`config.mk`:
```
export PLATFORM = sky130hd
export DESIGN_NAME = led_shift_out
export DESIGN_NICKNAME = d
export VERILOG_FILES = /design/src/rtl/led_pkg.sv /design/src/rtl/ser_tick_gen.sv /design/src/rtl/led_shift_out.sv
export SDC_FILE = /design/constraint.sdc
export NUM_CORES = 1
export LEC_CHECK = 0
export CORE_ASPECT_RATIO = 1.2
export CORE_MARGIN = 5
export CORE_UTILIZATION = 23
export CTS_BUF_LIST = sky130_fd_sc_hd__clkbuf_8
export DETAILED_ROUTE_END_ITERATION = 6
export PLACE_DENSITY_LB_ADDON = 0.12
export SLEW_MARGIN = 20
export SYNTH_ARGS = -nofsm -noshare
export SYNTH_HDL_FRONTEND = slang
export SYNTH_SLANG_ARGS = --single-unit
```
`constraint.sdc`:
```
create_clock -name clk -period 6.4 [get_ports clk]
set_input_delay 0.96 -clock clk [delete_from_list [all_inputs] [get_ports clk]]
set_output_delay 0.96 -clock clk [all_outputs]
set_load 0.01 [all_outputs]
```
`src/rtl/led_pkg.sv`:
```
// Shared types and constants for the LED serial output path.
package led_pkg;

    localparam int unsigned LED_WIDTH = 16;
    localparam int unsigned SER_DIV   = 4;
    // Divider count width; covers DIV values up to 255.
    localparam int unsigned DIV_W     = 8;

    typedef enum logic [1:0] {
        IDLE,
        LO,
        HI,
        LATCH
    } state_t;

    // Registered pins driving the 74HC595 chain.
    typedef struct packed {
        logic clk;
        logic data;
        logic latch;
    } ser_bus_t;

endpackage

```
`src/rtl/ser_tick_gen.sv`:
```
// Phase divider: counts 0..DIV-1 and flags the last cycle of each phase.
module ser_tick_gen
    import led_pkg::*;
#(
    parameter int unsigned DIV = SER_DIV
) (
    input  logic clk,
    input  logic rst,
    input  logic clr,
    output logic tick_c
);

    localparam int unsigned CW = DIV_W;

    logic [CW-1:0] cnt;

    assign tick_c = (cnt == CW'(DIV - 1));

    // Count up, restarting on clear or at the end of each phase.
    always_ff @(posedge clk or negedge rst) begin
        if (!rst) begin
            cnt <= '0;
        end else if (clr || tick_c) begin
            cnt <= '0;
        end else begin
            cnt <= cnt + CW'(1);
        end
    end

endmodule

```
`src/rtl/led_shift_out.sv`:
```
// Shifts a frame MSB-first into a 74HC595 chain, then pulses the storage latch.
module led_shift_out
    import led_pkg::*;
#(
    parameter int unsigned WIDTH = LED_WIDTH,
    parameter int unsigned DIV   = SER_DIV
) (
    input  logic             clk,
    input  logic             rst,
    input  logic             load,
    input  logic [WIDTH-1:0] frame,
    output logic             busy,
    output logic             done,
    output logic             ser_clk,
    output logic             ser_data,
    output logic             ser_latch
);

    localparam int unsigned CNT_W = $clog2(WIDTH + 1);

    state_t           state;
    state_t           state_nxt;
    logic [WIDTH-1:0] sreg;
    logic [WIDTH-1:0] sreg_nxt;
    logic [WIDTH-1:0] pend;
    logic [WIDTH-1:0] pend_nxt;
    logic             pend_v;
    logic             pend_v_nxt;
    logic [CNT_W-1:0] bcnt;
    logic [CNT_W-1:0] bcnt_nxt;
    logic             done_nxt;
    logic             busy_nxt;
    ser_bus_t         bus_nxt;
    ser_bus_t         bus_q;
    logic             tick_c;
    logic             div_clr_c;
    logic             exit_c;

    // Divider restarts on every state change and is held clear while idle.
    assign div_clr_c = (state_nxt != state) || (state == IDLE);

    ser_tick_gen #(
        .DIV (DIV)
    ) u_tick (
        .clk    (clk),
        .rst    (rst),
        .clr    (div_clr_c),
        .tick_c (tick_c)
    );

    // Last cycle of the latch phase: the transfer ends here.
    assign exit_c = (state == LATCH) && tick_c;

    // Next-state, datapath and next-output decode.
    always_comb begin
        state_nxt  = state;
        sreg_nxt   = sreg;
        pend_nxt   = pend;
        pend_v_nxt = pend_v;
        bcnt_nxt   = bcnt;
        done_nxt   = 1'b0;

        // A load mid-transfer parks in the single pending slot; newest wins.
        if (load && (state != IDLE) && !exit_c) begin
            pend_nxt   = frame;
            pend_v_nxt = 1'b1;
        end

        case (state)
            IDLE: begin
                if (load) begin
                    sreg_nxt  = frame;
                    bcnt_nxt  = CNT_W'(WIDTH);
                    state_nxt = LO;
                end
            end
            LO: begin
                if (tick_c) begin
                    state_nxt = HI;
                end
            end
            HI: begin
                if (tick_c) begin
                    sreg_nxt  = sreg << 1;
                    bcnt_nxt  = bcnt - CNT_W'(1);
                    state_nxt = (bcnt == CNT_W'(1)) ? LATCH : LO;
                end
            end
            LATCH: begin
                if (tick_c) begin
                    done_nxt = 1'b1;
                    if (load) begin
                        // Exit-cycle load takes priority and discards any pending frame.
                        sreg_nxt   = frame;
                        bcnt_nxt   = CNT_W'(WIDTH);
                        pend_v_nxt = 1'b0;
                        state_nxt  = LO;
                    end else if (pend_v) begin
                        sreg_nxt   = pend;
                        bcnt_nxt   = CNT_W'(WIDTH);
                        pend_v_nxt = 1'b0;
                        state_nxt  = LO;
                    end else begin
                        state_nxt  = IDLE;
                    end
                end
            end
            default: begin
                state_nxt = IDLE;
            end
        endcase

        // Outputs are decoded from the next state so the registered pins track the state.
        busy_nxt      = (state_nxt != IDLE);
        bus_nxt.clk   = (state_nxt == HI);
        bus_nxt.data  = sreg_nxt[WIDTH-1];
        bus_nxt.latch = (state_nxt == LATCH);
    end

    // State and datapath registers.
    always_ff @(posedge clk or negedge rst) begin
        if (!rst) begin
            state  <= IDLE;
            sreg   <= '0;
            pend   <= '0;
            pend_v <= 1'b0;
            bcnt   <= '0;
        end else begin
            state  <= state_nxt;
            sreg   <= sreg_nxt;
            pend   <= pend_nxt;
            pend_v <= pend_v_nxt;
            bcnt   <= bcnt_nxt;
        end
    end

    // Output registers; reset drops the latch so the LEDs keep the last full frame.
    always_ff @(posedge clk or negedge rst) begin
        if (!rst) begin
            busy  <= 1'b0;
            done  <= 1'b0;
            bus_q <= '0;
        end else begin
            busy  <= busy_nxt;
            done  <= done_nxt;
            bus_q <= bus_nxt;
        end
    end

    assign ser_clk   = bus_q.clk;
    assign ser_data  = bus_q.data;
    assign ser_latch = bus_q.latch;

endmodule

```
==> impl_metrics.tcl, run 1 <==
set metrics [dict create \
    status "finished, final reports clean" \
    synthArstFlopShare_pct 100 \
    worstSetupPathType "in -> reg" \
    io_pins 24 \
    period_minus_slack_ns 3.14 \
    ys_seq_area_share_pct 49.1 \
    rows 43 \
    synth_edf_count 0 \
    start_util_pct 23.2 \
    hold_start "pend[11]" \
    drt-initial-drc-count 74 \
    hold_depth 1 \
    tightest_slew_ns 0.883 \
    rsz0062_at_grt "no" \
    ys_warn_count 0 \
    crit_required_ns 6.60 \
    wl_per_cell_um 13.6 \
    finClkSkew_ns 0.0122 \
    r2r-start "state[0]" \
    cts.sinks 52 \
    final_core_util_pct 27.9 \
    place_congestion 0.715 \
    port_buffers 23 \
    grt_start_max_net_pins 53 \
    ys_ff_latch 52 \
    post-route-period-util_pct 49.1 \
    crit_fanout 16 \
    yosys.area.top_type_share_pct 49.1 \
    postRouteAntennaNets 0 \
    drcViolationCount 0 \
    leakage_nw 1.35 \
    vias 1823 \
    cp-start-kind "input port" \
    synth_area_mm2 0.00265 \
    yosys.area.top_type "dfrtp_1" \
    post_cts_buffers 0 \
    core_area_mm2 0.0114 \
    cp.arrival_ns 3.34 \
    grt_pass1_vias 1892 \
    synthesis.nets 258 \
    synth.distinct_cells 44 \
    max_slew_margin_pct 41.1 \
    grt-ovfl-total 0 \
    cts_tree "yes" \
    r2r.worst_path.cells 6 \
    cts_made_buffers 5 \
    fin_nets 282 \
    clkTransAtPathRegs_ns 0.10 \
    netlist_top_cells_area "dfrtp_1 49%, mux2_2 14%, ha_1 3.3%, mux2i_1 3.0%, nand2_1 3.0%" \
    syn2layout_area_growth_pct 20.1 \
    hold_path_end "pend[11]" \
    cts.root.buffer_cell "clkbuf_8" \
    setup_viol 0 \
    hold_violations 0 \
    antennaDiodeCount 0 \
    min_path_type "reg -> reg" \
    cts_resized 0 \
    r2r_end "sreg[9]" \
    syn_area_per_cell_um2 11.4 \
    pwr_density_cell_mw_per_mm2 365 \
    worstSetupEndpointType "flip-flop" \
    cts_hold_buf 0 \
    clockBufferDepth 2 \
    r2r_setup_slack_ns 3.51 \
    via_per_inst 4.41 \
    finalPower_mw 1.16 \
    antenna_found_initial 0 \
    wl_um 5630 \
    synth_flop_cell "dfrtp_1" \
    dp_hpwl_um 3810 \
    syn_inst 232 \
    dieArea_mm2 0.0138 \
    firstDrtPassIters 5 \
    peakVddDrop_mv 0.156 \
    grt.total_usage_pct 8.97 \
    drv_slew 0 \
    clock.fmax_mhz 318 \
    clk_latency_ns 0.31 \
    cts_htree_levels 2 \
    final.setup.tns_ns 0 \
    fp.dieW_um 108 \
    die_h_um 128 \
    grt_pass1_wl_um 9740 \
    maxCapViolCount 0 \
    drive_above_1_share_pct 21.1 \
]
[worst max-delay path by stage]
| stage | from | end | slack [ns] | cells after the start |
|---|---|---|---|---|
| after floorplan | load | sreg[14] | 4.04 | 5 |
| after global placement | load | sreg[15] | 2.72 | 4 |
| after detailed placement | load | sreg[12] | 2.68 | 4 |
| after CTS | load | sreg[9] | 3.03 | 4 |
| after global routing | load | sreg[9] | 3.09 | 5 |
| final | load | sreg[9] | 3.26 | 5 |
[cell usage after synthesis (3+ instances only)]
cell type and number:
dfrtp_1 52, mux2_2 32, nand2_1 21, inv_1 17
nor2_1 16, nand3_1 9, a22oi_1 8, mux2i_1 8
a222oi_1 7, ha_1 7, xor2_1 5, a21oi_1 3
and3_1 3, buf_1 3, clkbuf_1 3, nor3_1 3
[worst max-delay path, cell delays in order]
cell	delay (ns)
clkdlybuf4s50_1	0.90
a21oi_1	0.30
a221oi_4	0.58
buf_6	0.25
mux2_2	0.34
[layout make-up]
type,instances,area [um2]
clock buffer,5,68.8
clock inverter,2,60.1
fill,1251,8220
inverter,17,63.8
multi-input combinational,154,1240
sequential,52,1300
tap,157,196
timing repair buffer,26,251
[power breakdown]
part / switching (mW) / internal (mW) / total [mW]
logic: 0.177 / 0.205 / 0.381
registers: 0.0666 / 0.447 / 0.514
clock network: 0.112 / 0.154 / 0.266
total: 0.356 / 0.806 / 1.16
[routing by layer]
metal  up-vias  part of all wire, %  global-route usage [%]
met1       905                   46                    11.8
met2        37                   49                    14.4
met5         -                    0                       0
met4         0                  1.6                    3.19
met3         6                  3.7                    2.02
li1        875                    -                       -
[stage by stage]
step	cells	hold slack (ns)	area, um2	setup slack (ns)
floorplan	232	0.469	2650	4.04
global placement	405	0.485	3040	2.72
detailed placement	405	0.495	3040	2.68
CTS	412	0.520	3170	3.03
global route	413	0.535	3180	3.09
finish	413	0.514	3180	3.26
[registers in the layout, summed over array words and instances, names as in the netlist]
register and count:
bcnt 5, done 1, sreg 16, ser_latch 1
pend_v 1, ser_clk 1, busy 1, pend 16
state 2, u_tick.cnt 8
[kinds of logic after synthesis]
logic type               share of synthesized area (%)
adder cells (fa/ha/maj)                           3.30
AO/OA/AOI/OAI                                     10.9
XOR/XNOR                                          1.98
AND/OR/NAND/NOR                                   13.5
multiplexers                                      17.2
buffers and inverters                             4.06
flip-flops                                        49.1
[layout by cell type (no fill, tap or decap), drive strengths merged, types with 2 or more instances in the layout]
master and instances:
a2111oi 2, a21oi 3, a222oi 7, a22oi 8, and3 3, buf 4, bufinv 2, clkbuf 5
clkdlybuf4s50 22, dfrtp 52, ha 7, inv 17, mux2 33, mux2i 8, nand2 22, nand3 9
nand4 2, nor2 16, nor2b 2, nor3 3, nor3b 2, o21ai 2, or2 2, xor2 5
Power figures use the tool's default switching activity.
==> inputs of run 2 (changes only) <==
- clock period: 6.4 -> 3.24 ns (I/O delays scaled with it)
==> run 2 against run 1 <==
First-iteration DRC count up 2.7%. Combinational power up 98%. Die area unchanged. Routed wire length up 2.8%. Clock skew down 0.00052 ns. Sequential share of layout area down 0.24 points. Register-to-register slack worse by 2.8 ns. Largest power group unchanged.
==> impl_metrics.tcl, run 2 (same netlist as run 1, synthesis figures left out) <==
set metrics [dict create \
    status "finished, final reports clean" \
    dp_slack_ns 0.688 \
    period_minus_slack_ns 2.55 \
    tightest_slew_ns 0.712 \
    cts_htree_levels 2 \
    globalRouteMet1Util_pct 11.9 \
    finalPower_mw 2.30 \
    cts_resized 0 \
    die_h_um 128 \
    leakage_nw 1.37 \
    dieArea_mm2 0.0138 \
    cts_hold_buf 0 \
    worstSetupEndpointType "flip-flop" \
    netSwitchingFraction_pct 30.8 \
    cts_made_buffers 5 \
    power_switching_mw 0.708 \
    drcViolationCount 0 \
    peakVddDrop_mv 0.225 \
    post_cts_buffers 0 \
    setup_viol 0 \
    vias 1807 \
    post-route-period-util_pct 78.7 \
    rows 43 \
    stdcell_area_mm2 0.00320 \
    rsz0062_at_grt "no" \
    r2r.worst_path.cells 6 \
    use_met3_pct 2.17 \
    clkTransAtPathRegs_ns 0.11 \
    r2r_end "sreg[0]" \
    grt.total_usage_pct 9.01 \
    crit_fanout 11 \
    start_util_pct 23.2 \
    fp.dieW_um 108 \
    setup_slack_ns 0.690 \
    dp_hpwl_um 3970 \
    r2r-start "u_tick.cnt[0]" \
    grt.busiest_layer "met2" \
    postRouteAntennaNets 0 \
    core_area_mm2 0.0114 \
    via_per_inst 4.34 \
    cts.sinks 52 \
    internal_power_mw 1.59 \
    grt_pass1_vias 1885 \
    syn2layout_area_growth_pct 20.8 \
    drv_slew 0 \
    grt-ovfl-total 0 \
    cp.arrival_ns 2.75 \
    wl_um 5790 \
    final_core_util_pct 28.1 \
    antenna_found_initial 0 \
    cts_tree "yes" \
    clock.fmax_mhz 392 \
    max_slew_margin_pct 52.5 \
    cts.root.buffer_cell "clkbuf_8" \
    antennaDiodeCount 0 \
    met2_usage_pct 14.5 \
    wl_per_cell_um 13.9 \
    clk_latency_ns 0.31 \
    drt-initial-drc-count 76 \
    drive_above_1_share_pct 22.0 \
    layout_commonest_cell "dfrtp_1" \
    fin_nets 285 \
    grt_pass1_wl_um 9720 \
    power_frac_seq_pct 43.9 \
    min_path_type "in -> async" \
    cp-start-kind "flip-flop" \
    pwr-share-comb_pct 32.8 \
    hold_violations 0 \
    finClkSkew_ns 0.0116 \
    crit_required_ns 3.44 \
    worstSetupPathType "reg -> reg" \
    final_cell_mix "52 x dfrtp_1, 32 x mux2_2, 22 x clkdlybuf4s50_1" \
    placed_area_mm2 0.00307 \
    clockBufferDepth 2 \
    grt_start_max_net_pins 53 \
    port_buffers 23 \
    maxCapViolCount 0 \
    clkPwrFrac_pct 23.2 \
    firstDrtPassIters 6 \
    place_congestion 0.745 \
    io_pins 24 \
    top_regs "pend (16), sreg (16), u_tick.cnt (8)" \
    pwr_density_cell_mw_per_mm2 717 \
    final.setup.tns_ns 0 \
    r2r_setup_slack_ns 0.69 \
]
[run 2: cell count changes in the layout (fill, tap and decap cells not counted), sizes merged]
cell	before	now
buf	4	7
[run 2: final cells by class]
cell class / instances / area (um2)
clock buffers: 5 / 68.8
clock inverters: 2 / 60.1
flip-flops and latches: 52 / 1300
inverters: 17 / 63.8
multi-input cells: 154 / 1240
well taps: 157 / 196
fillers: 1243 / 8200
repair buffers: 29 / 270
[run 2: critical path: stages (launching register included)]
cell and delay (ns):
dfrtp_1 0.43, ha_1 0.26, nor3b_2 0.45, nand2_4 0.12
a221oi_4 0.51, buf_4 0.31, mux2_2 0.35
[run 2: metal layers]
metal	up-vias	part of all wire [%]
li1	884	-
met1	888	48
met2	30	47
met3	5	3.4
met4	0	1.4
met5	-	0
[run 2: worst max path at each step]
stage | start | endpoint | depth (start not counted)
after floorplan | u_tick.cnt[0] | pend[0] | 6
after global placement | u_tick.cnt[0] | sreg[4] | 6
after detailed placement | u_tick.cnt[0] | sreg[0] | 6
after CTS | u_tick.cnt[0] | sreg[0] | 6
after global routing | u_tick.cnt[0] | sreg[4] | 6
final | u_tick.cnt[0] | sreg[0] | 6
[run 2: metrics by stage]
step / hold slack, ns / instances
CTS: 0.325 / 416
finish: 0.297 / 416
detailed placement: 0.496 / 409
floorplan: 0.190 / 232
global placement: 0.485 / 409
global route: 0.355 / 416
[run 2: power groups by stage]
| stage | logic, mW | clock network [mW] | registers, mW |
|---|---|---|---|
| floorplan | 0.582 | 0 | 0.995 |
| global placement | 0.764 | 0 | 1.02 |
| detailed placement | 0.770 | 0 | 1.02 |
| CTS | 0.776 | 0.556 | 1.01 |
| global route | 0.839 | 0.585 | 1.04 |
| finish | 0.754 | 0.533 | 1.01 |
